File: src/rtl/rx_timing_pkg.sv
// Shared state encoding and configuration limits for the RX bit-timing controller.
package rx_timing_pkg;

    typedef enum logic [2:0] {
        IDLE = 3'd0,
        HALF = 3'd1,
        BITS = 3'd2,
        STOP = 3'd3,
        DONE = 3'd4
    } state_t;

    localparam logic [3:0] MIN_PERIOD = 4'd2;
    localparam logic [3:0] MIN_BITS   = 4'd1;

    function automatic logic [3:0] clamp_period(input logic [3:0] p);
        return (p < MIN_PERIOD) ? MIN_PERIOD : p;
    endfunction

    function automatic logic [3:0] clamp_bits(input logic [3:0] n);
        return (n < MIN_BITS) ? MIN_BITS : n;
    endfunction

endpackage

File: src/rtl/flex_counter.sv
// 4-bit up-counter: counts 1..rollover_val and wraps back to 1; clear forces 0.
module flex_counter (
    input  logic       clk,
    input  logic       n_rst,
    input  logic       clear,
    input  logic       count_enable,
    input  logic [3:0] rollover_val,
    output logic [3:0] count_out,
    output logic       rollover_flag
);

    always_ff @(posedge clk or negedge n_rst) begin
        if (!n_rst) begin
            count_out <= '0;
        end else if (clear) begin
            count_out <= '0;
        end else if (count_enable) begin
            if (count_out == rollover_val) begin
                count_out <= 4'd1;
            end else begin
                count_out <= count_out + 4'd1;
            end
        end
    end

    assign rollover_flag = (count_out == rollover_val);

endmodule

File: src/rtl/rx_timing_ctrl.sv
// Packet bit-timing sequencer: half-bit offset, N data-bit centre strobes, stop strobe, done pulse.
// state | meaning
// IDLE  | waiting for start
// HALF  | half-bit offset into the first data bit
// BITS  | one shift_strobe per bit period until N issued
// STOP  | waiting for centre of the stop bit
// DONE  | stop_strobe cycle, then packet_done cycle
module rx_timing_ctrl
    import rx_timing_pkg::*;
(
    input  logic       clk,
    input  logic       rst,
    input  logic       start,
    input  logic       abort,
    input  logic [3:0] bit_period,
    input  logic [3:0] num_bits,
    output logic       shift_strobe,
    output logic       stop_strobe,
    output logic       packet_done,
    output logic       busy,
    output logic [3:0] bit_index
);

    state_t     state, state_next;
    logic [3:0] p_lat, n_lat, h_lat;
    logic       accept;
    logic       shift_next, stop_next, done_next;
    logic       n_rst;

    logic [3:0] t_count, t_roll;
    logic       t_flag, t_clear, t_en;
    logic       b_flag;

    assign n_rst  = ~rst;
    assign accept = (state == IDLE) && start && !abort;
    assign h_lat  = p_lat >> 1;
    assign busy   = (state != IDLE);

    // Timer starts counting on the accepting edge, so it reads j+1 at E0+j and
    // hits H exactly in the last HALF cycle; it then wraps to 1 and runs at P.
    assign t_roll  = ((state == BITS) || (state == STOP)) ? p_lat : h_lat;
    assign t_clear = abort || (state == DONE) || ((state == IDLE) && !start);
    assign t_en    = accept || (state == HALF) || (state == BITS) || (state == STOP);

    flex_counter u_cycle_timer (
        .clk           (clk),
        .n_rst         (n_rst),
        .clear         (t_clear),
        .count_enable  (t_en),
        .rollover_val  (t_roll),
        .count_out     (t_count),
        .rollover_flag (t_flag)
    );

    flex_counter u_bit_counter (
        .clk           (clk),
        .n_rst         (n_rst),
        .clear         (accept),
        .count_enable  (shift_next),
        .rollover_val  (n_lat),
        .count_out     (bit_index),
        .rollover_flag (b_flag)
    );

    always_ff @(posedge clk or posedge rst) begin
        if (rst) begin
            state        <= IDLE;
            shift_strobe <= 1'b0;
            stop_strobe  <= 1'b0;
            packet_done  <= 1'b0;
            p_lat        <= MIN_PERIOD;
            n_lat        <= MIN_BITS;
        end else begin
            state        <= state_next;
            shift_strobe <= shift_next;
            stop_strobe  <= stop_next;
            packet_done  <= done_next;
            if (accept) begin
                p_lat <= clamp_period(bit_period);
                n_lat <= clamp_bits(num_bits);
            end
        end
    end

    always_comb begin
        state_next = state;
        shift_next = 1'b0;
        stop_next  = 1'b0;
        done_next  = 1'b0;
        if (abort) begin
            state_next = IDLE;
        end else begin
            case (state)
                IDLE: begin
                    if (start) state_next = HALF;
                end
                HALF: begin
                    if (t_flag) state_next = BITS;
                end
                BITS: begin
                    if (t_flag) begin
                        shift_next = 1'b1;
                        if (bit_index == n_lat - 4'd1) state_next = STOP;
                    end
                end
                STOP: begin
                    if (t_flag && b_flag) begin
                        stop_next  = 1'b1;
                        state_next = DONE;
                    end
                end
                DONE: begin
                    // first DONE cycle carries stop_strobe, second carries packet_done
                    if (packet_done) begin
                        state_next = IDLE;
                    end else begin
                        done_next = 1'b1;
                    end
                end
                default: state_next = IDLE;
            endcase
        end
    end

endmodule
File: config.mk
export PLATFORM = sky130hd
export DESIGN_NAME = rx_timing_ctrl
export DESIGN_NICKNAME = d
export VERILOG_FILES = /design/src/rtl/rx_timing_pkg.sv /design/src/rtl/flex_counter.sv /design/src/rtl/rx_timing_ctrl.sv
export SDC_FILE = /design/constraint.sdc
export NUM_CORES = 1
export LEC_CHECK = 0
export CORE_MARGIN = 3
export CORE_UTILIZATION = 50
export DETAILED_ROUTE_END_ITERATION = 7
export MAX_ROUTING_LAYER = met4
export PLACE_DENSITY = 0.84
export SETUP_SLACK_MARGIN = 0.4
export SLEW_MARGIN = 0
export SYNTH_ARGS = -nofsm -noshare
export SYNTH_HDL_FRONTEND = slang
export SYNTH_HIERARCHICAL = 1
export SYNTH_SLANG_ARGS = --single-unit
File: constraint.sdc
create_clock -name clk -period 3.95 [get_ports clk]
set_clock_uncertainty 0.05 [all_clocks]
set_input_delay 0.5925 -clock clk [delete_from_list [all_inputs] [get_ports clk]]
set_output_delay 0.5925 -clock clk [all_outputs]
set_load 0.01 [all_outputs]
# Yosys cells after proc, flatten, opt, wreduce, memory -nomap -nowiden
# Cells that the tools add are included.
totals:
  register_bits: 22
  input_bits: 12
  out_inout_bits: 8
  elab_cells: 69
classes:
  add_sub_neg: 3
  n_lt_le_gt_ge: 2
  eq_ne: 13
  muxes: 26
  n_reduce_logical: 17
ops:
  columns: ["cell", "count"]
  rows:
  - ["$mux W4", 9]
  - ["$mux W3", 7]
  - ["$pmux W3 S5", 1]
  - ["$eq A4 B4 Y1", 3]
  - ["$ne A3 B3 Y1 const B", 4]
  - ["$mux W1", 9]
  - ["$add A4 B1 Y4 const B", 2]
  - ["$eq A3 B2 Y1 const B", 2]
  - ["$logic_or A1 B1 Y1", 6]
  - ["$ne A3 B2 Y1 const B", 2]
  - ["$reduce_and A6 Y1", 1]
  - ["$logic_and A1 B1 Y1", 4]
  - ["$lt A4 B1 Y1 const B", 1]
  - ["$lt A4 B2 Y1 const B", 1]
  - ["$reduce_bool A2 Y1", 2]
  - ["$sub A4 B1 Y4 const B", 1]
  - ["$eq A3 B1 Y1 const B", 1]
  - ["$eq A3 B3 Y1 const B", 1]
  - ["$logic_not A3 Y1", 1]
  - ["$reduce_bool A3 Y1", 1]
  - ["$logic_not A1 Y1", 2]

# Depth between registers and ports, before layout
logic_depth:
  word_depth: 9
  ltp_mapped: 9
  mapped_depth_nobuf: 8

# Cells and area by module
# Netlist, hierarchy kept.
by_module_without_submodules:
  columns: ["mod", "n_inst", "cells_per_inst", "area_per_inst_um2", "seq_area_each_um2"]
  rows:
  - ["rx_timing_ctrl", 1, 83, 740.7, 352.8]
  - ["flex_counter", 2, 27, 281.5, 100.1]

# Least setup slack after synthesis
# No wires, ideal clock.
synth_timing:
  kind: "register to register"
  start: "reg state[1]"
  end: "reg u_bit_counter.count_out[2]"
  setup_time_ps: 101
  arrival_time_ps: 2635
  required_time_ps: 3799
  path_slack_ps: 1164
  path_stages_with_launch: 10
  path_buffers: 1
  synth_period_minus_slack_ps: 2786
  path_cell_list: "dfrtp_1 -> nand2b_1 -> mux2_2 -> xor2_1 -> nor4_4 -> nor4b_1 -> clkbuf_2 -> nand2_1 -> mux2_2 -> o32ai_1"
synth_via:
  elab_chain_cells: 8
  elab_cells_between_ends: 13
  cone_classes: "3 x eq/ne; 5 x mux; 5 x reduce/logical"
synth_lines:
  columns: ["element", "line_no", "text"]
  rows:
  - ["from (decl)", "rx_timing_ctrl.sv:24", "state_t state, state_next;"]
  - ["from (signal assigned)", "rx_timing_ctrl.sv:74", "state <= state_next;"]
  - ["$eq A3 B2 Y1", "rx_timing_ctrl.sv:41", "assign t_roll = ((state == BITS) || (state == STOP)) ? p_lat : h_lat;"]
  - ["$logic_or A1 B1 Y1 (*)", "rx_timing_ctrl.sv:41", null]
  - ["$mux W4 (*)", "rx_timing_ctrl.sv:41", null]
  - ["via t_roll[1]", "rx_timing_ctrl.sv:30", "logic [3:0] t_count, t_roll;"]
  - ["$eq A4 B4 Y1 (*)", "flex_counter.sv:26", "assign rollover_flag = (count_out == rollover_val);"]
  - ["via t_flag", "rx_timing_ctrl.sv:31", "logic t_flag, t_clear, t_en;"]
  - ["$mux W1 (*)", "rx_timing_ctrl.sv:101", "if (t_flag) begin"]
  - ["$mux W1 (*)", "rx_timing_ctrl.sv:93", "case (state)"]
  - ["$mux W1 (*)", "rx_timing_ctrl.sv:90", "if (abort) begin"]
  - ["via shift_next", "rx_timing_ctrl.sv:27", "logic shift_next, stop_next, done_next;"]
  - ["$reduce_bool A2 Y1 (no source line) (*)", null, null]
  - ["to (signal assigned)", "flex_counter.sv:21", "count_out <= count_out + 4'd1;"]
  - ["to (decl)", "flex_counter.sv:8", "output logic [3:0] count_out,"]
# The timed path passes the listed nets; every way through them passes the cells marked *.
# A chain may end at the register's enable or synchronous reset.

# Final worst setup path
# Ends and elaborated chain as after synthesis.

==> results_dict.tcl <==
set metrics [dict create \
    status "complete, no violations" \
    drt-initial-drc-count 18 \
    hpwl_um 2090 \
    cp.required_ns 4.12 \
    rows 17 \
    wirelength_um 2810 \
    syn_avg_cell_area_um2 9.52 \
    grt_max_degree 23 \
    grt_pass1_wl_um 4750 \
    start_util_pct 55.7 \
    arrival_ns 3.36 \
    die_w_um 57.1 \
    post-route-drc-count 0 \
    netlist_area_um2 1300 \
    setup-violations-final 0 \
    cts_tree "built" \
    maxCapViolations 0 \
    hp-class "flop to flop" \
    fin_crit_sh_pct 80.8 \
    antenna_cells 0 \
    antenna_left 0 \
    coreArea_um2 2340 \
    fmax_mhz 313 \
    tightest_slew_ns 0.970 \
    cts_hold_buf 0 \
    synth_cells 137 \
    async_flop_share_pct 100 \
    ir_drop_uv 441 \
    p_leak_nw 0.693 \
    ys_top_cells_by_area "dfrtp_1 (38%), xor2_1 (6.7%), nand2_1 (6.6%), mux2_2 (4.3%), dfstp_2 (4.0%)" \
    crit_slowest_cell "nor4_4" \
    path_clk_slew_ns 0.13 \
    post_drt_wl_per_cell_um 15.1 \
    synth_top_area_cell "dfrtp_1" \
    io_buffers 19 \
    cts_resized 0 \
    rsz0062_at_grt "no" \
    antenna_found_initial 0 \
    die_h_um 57.1 \
    yosysUniqueCellTypes 35 \
    first_global_vias 1087 \
    ys.flop_type "dfrtp_1" \
    syn_nets 152 \
    postCtsSetupRepairBufs 0 \
    critPathTopFamily "simple AND/OR/NAND/NOR gates" \
    seq_area_frac_synth_pct 42.4 \
    powerDensity_nw_per_um2 596 \
    clkSinkCount 22 \
    pin_count 20 \
    crit_fanout 10 \
    ys_seq_elements 22 \
    slowest_delay_ns 0.55 \
    max-clock-path-buffers 2 \
    cts_root_buf "clkbuf_4" \
    gp_congestion 0.805 \
    drive_gt1_share_pct 12.0 \
    layout.nets 174 \
    area_growth_syn_to_layout_pct 19.5 \
    via_per_inst 5.91 \
    cp_num_buf_inv 1 \
    dr.pass1.iters 5 \
    max_slew_margin_pct 34.6 \
    cts_buffers 3 \
    hold_violations 0 \
    synth_top_area_share_pct 38.4 \
    grt_usage_pct 19.1 \
    cp-start-kind "flop" \
    via_count 1100 \
    dieArea_um2 3260 \
    stdcell_count 186 \
    crit_chain "nand2b_1 > mux2_2 > xor2_1 > nor4_4 > nor4b_1 > buf_4 > nand2_1 > mux2_2 > o32ai_1" \
    htreeDepth 1 \
    insertion_delay_ns 0.31 \
    end_kind "flop" \
    min_period_ns 3.19 \
    synth_edf_count 0 \
    placed_cells 182 \
    globalRouteOverflowTotal 0 \
    setup_tns_ns 0 \
    crit_top_cell "mux2_2" \
    yosysWarnings 6 \
    drv_slew 0 \
    path_class "flop to flop" \
]
[cells in the mapped netlist (3+ instances only)]
master and n:
nand2_1 23, xnor2_1 3, o21ai_0 7, mux2_2 5
nor2_1 12, dfrtp_1 20, clkbuf_2 3, nand2b_1 3
inv_1 7, nor3_1 4, xor2_1 10, nand3_1 4
ha_1 3, o32ai_1 4
[routing by layer]
| metal | GRT usage (%) | vias up | wire [µm] |
|---|---|---|---|
| li1 | - | 522 | - |
| met4 | 9.27 | 0 | 23 |
| met5 | - | - | 0 |
| met3 | 3.62 | 4 | 101 |
| met1 | 22.3 | 549 | 1250 |
| met2 | 31.3 | 25 | 1430 |
[placed cells by master (no fill, tap or decap), types with 2 or more instances in the layout]
cell | netlist | final
xor2_1 | 10 | 10
o32ai_1 | 4 | 4
nand2_1 | 23 | 23
nand2b_1 | 3 | 3
o21a_1 | 2 | 2
a2111oi_2 | 2 | 2
nor2_1 | 12 | 12
dfstp_2 | 2 | 2
mux2i_1 | 2 | 2
xnor2_1 | 3 | 3
mux2_2 | 5 | 5
nand3_1 | 4 | 4
ha_1 | 3 | 3
o21ai_0 | 7 | 7
inv_1 | 7 | 7
clkbuf_4 | 0 | 3
nand3b_1 | 2 | 2
or2b_1 | 2 | 2
nor4b_1 | 2 | 2
nor4_4 | 2 | 2
dfrtp_1 | 20 | 20
nor3_1 | 4 | 4
clkdlybuf4s50_1 | 0 | 19
[tightest hold or removal path, stage by stage (launching register included)]
cell     delay, ns
dfrtp_1       0.37
nand2_1       0.05
nand2_1       0.05
[state kept, by name, indices dropped and copies added (netlist names)]
| signal | flops |
|---|---|
| stop_strobe | 1 |
| u_bit_counter/count_out | 4 |
| u_cycle_timer/count_out | 4 |
| shift_strobe | 1 |
| state | 3 |
| p_lat | 4 |
| packet_done | 1 |
| n_lat | 4 |
[kinds of logic after synthesis]
family	share of synthesized area [%]
AO/OA/AOI/OAI	12.0
XOR/XNOR	8.73
adder cells (fa/ha/maj)	2.88
buffers and inverters	3.45
flip-flops	42.4
multiplexers	5.85
AND/OR/NAND/NOR	24.7
[where the power goes]
part	leakage, nW	internal, mW	switching, mW
registers	0.284	0.290	0.0738
clock network	0.0210	0.0563	0.0724
logic	0.388	0.191	0.245
total	0.693	0.538	0.391
[cell type report]
cell class,instances,area [µm²]
clock buffers,4,36.3
fillers,206,782
inverters,8,30.0
multi-input cells,104,706
flip-flops and latches,22,553
well taps,28,35.0
repair buffers,20,198
[final timing paths]
| kind | slack, ns | cells after the start | end | startpoint |
|---|---|---|---|---|
| min | 0.44 | 2 | p_lat[0]$_DFFE_PP0P_ | p_lat[0]$_DFFE_PP0P_ |
| max reg2reg | 0.76 | 9 | u_bit_counter/count_out[2]$_DFFE_PN0P_ | state[1]$_DFFE_PP0P_ |
| min in group asynchronous | 0.69 | 2 | p_lat[2]$_DFFE_PP0P_ | rst |
| max in group asynchronous | 2.63 | 2 | u_bit_counter/count_out[2]$_DFFE_PN0P_ | rst |
| min reg2reg | 0.44 | 2 | p_lat[0]$_DFFE_PP0P_ | p_lat[0]$_DFFE_PP0P_ |
| max | 0.76 | 9 | u_bit_counter/count_out[2]$_DFFE_PN0P_ | state[1]$_DFFE_PP0P_ |
[through the flow]
| step | cell area (µm²) | worst slack, ns | hold WS, ns | total power [mW] | utilization, % |
|---|---|---|---|---|---|
| floorplan | 1300 | 1.16 | 0.385 | 0.692 | - |
| global placement | 1520 | 1.11 | 0.412 | 0.769 | 65.0 |
| detailed placement | 1520 | 0.875 | 0.413 | 0.798 | 65.0 |
| CTS | 1560 | 0.846 | 0.444 | 0.931 | 66.6 |
| global route | 1560 | 0.679 | 0.489 | 0.995 | 66.6 |
| finish | 1560 | 0.757 | 0.439 | 0.928 | 66.6 |
Note: power is estimated with default switching activity, not from simulation.
==> patch, RTL diff (same settings) <==
Make the reset (`n_rst` and `rst`) synchronous in 2 clocked blocks.
--- a/src/rtl/flex_counter.sv
+++ b/src/rtl/flex_counter.sv
@@ -9,7 +9,7 @@
     output logic       rollover_flag
 );
 
-    always_ff @(posedge clk or negedge n_rst) begin
+    always_ff @(posedge clk) begin
         if (!n_rst) begin
             count_out <= '0;
         end else if (clear) begin
--- a/src/rtl/rx_timing_ctrl.sv
+++ b/src/rtl/rx_timing_ctrl.sv
@@ -62,7 +62,7 @@
         .rollover_flag (b_flag)
     );
 
-    always_ff @(posedge clk or posedge rst) begin
+    always_ff @(posedge clk) begin
         if (rst) begin
             state        <= IDLE;
             shift_strobe <= 1'b0;
Check against the original RTL: differs if rst is asserted again (counterexample within 4 cycles, from zero or initial values and one cycle with rst high); with rst held inactive, the same outputs for 10 cycles.
==> patch against the original RTL <==
Non-clock buffer count unchanged. Setup slack better by 0.33 ns. Sequential cell count stayed put. Via count is 5.5% higher. Wire length is 0.82% lower. Cell area rose by 3.9%. Final cell count is 7.0% higher. Area after synthesis is 4.4% higher. Global-route usage is 0.55 points lower. Critical endpoint is now u_bit_counter/count_out[3].
Power is not compared: it rests on default switching activity, and its combinational part moved more than twofold at a synthesized area within 25%.
==> patch: results <==
[grt]
grt_max_degree = 14
grt_usage = 0.185
grt_pass1_wl_mm = 4.92

[layout]
nets = 185
fillers = 205
drive_gt1_frac = 0.118

[yosys]
synth_area_per_cell_sq_um = 9.14
yosysUniqueCellTypes = 40
yosysSeqAreaShare = 0.324
synthesis.nets = 164
synth_top_cells_by_count = "22 x dfxtp_1, 22 x nand2_1, 8 x a21oi_1, 8 x nor2_1, 7 x nand2b_1"
async_flop_share = 0
synth_area_leaders = "dfxtp_1 32%, xor2_2 7.2%, nand2_1 6.1%"

[place]
placed_cell_area_sq_mm = 0.00157
gp_congestion = 0.825
hpwl_mm = 2.11
numPlacedInstances = 195

[timing]
period_minus_slack_ns = 2.86
worstMarginPinSlew_ns = 0.802

[worst_setup_path]
r2r_start = "state[1]"
r2r-end = "u_bit_counter/count_out[3]"
reg2reg_slack_ns = 1.09

[outcome]
status = "finished, final reports clean"

[min_path]
worstHoldStart = "p_lat[0]"

[route]
vias = 1160
first_pass_iters = 4
drtIter0Drc = 24
via_per_inst = 5.83
routed_wl_mm = 2.79

[cts]
cts.root.buffer_cell = "clkbuf_4"
cts_buffers = 3
==> patch: cell types whose count changed after synthesis, sizes merged, moves of 6 or more <==
cell   before  now
o41ai       0    6
dfxtp       0   22
a21oi       1    9
dfrtp      20    0
==> patch: layout make-up <==
cell class	count	area (sq um)	area share
Multi-Input combinational cell	119	862	0.533
Sequential cell	22	440	0.272
Timing Repair Buffer	20	198	0.122
Tap cell	30	37.5	0.0232
Clock inverter	1	30.0	0.0186
Inverter	4	27.5	0.0170
Clock buffer	3	22.5	0.0139
==> patch: per-layer routing <==
layer | routed length (um) | track usage
met5 | 0 | -
met4 | 29 | 0.0464
met3 | 129 | 0.0245
met2 | 1330 | 0.310
met1 | 1300 | 0.236
==> patch: worst max-delay path by stage <==
stage / startpoint / endpoint / depth (start not counted)
final: state[1] / u_bit_counter/count_out[3] / 10
after detailed placement: state[1] / u_bit_counter/count_out[3] / 10
after global placement: state[1] / u_bit_counter/count_out[3] / 10
after floorplan: state[1] / u_bit_counter/count_out[3] / 10
after global routing: state[1] / u_bit_counter/count_out[3] / 10
after CTS: state[1] / u_bit_counter/count_out[3] / 10
==> patch: cell families after synthesis <==
group,Yosys count,share of synthesized area
AOI/OAI and AO/OA,33,0.187
xor gates and xnor gates,14,0.123
adders and majority gates,3,0.0276
buffers and inverters,8,0.0432
DFF,22,0.324
muxes,1,0.00735
and+or+nand+nor,68,0.289
==> patch: critical path, cell delays in order (launching register included) <==
cell and delay (ns):
dfxtp_1 0.53, nor2b_1 0.35, nand2_1 0.09, nand2_1 0.11
xor2_2 0.12, nor4_4 0.53, nor4b_1 0.33, buf_4 0.22
nand4_1 0.12, xor2_1 0.19, a211oi_2 0.15
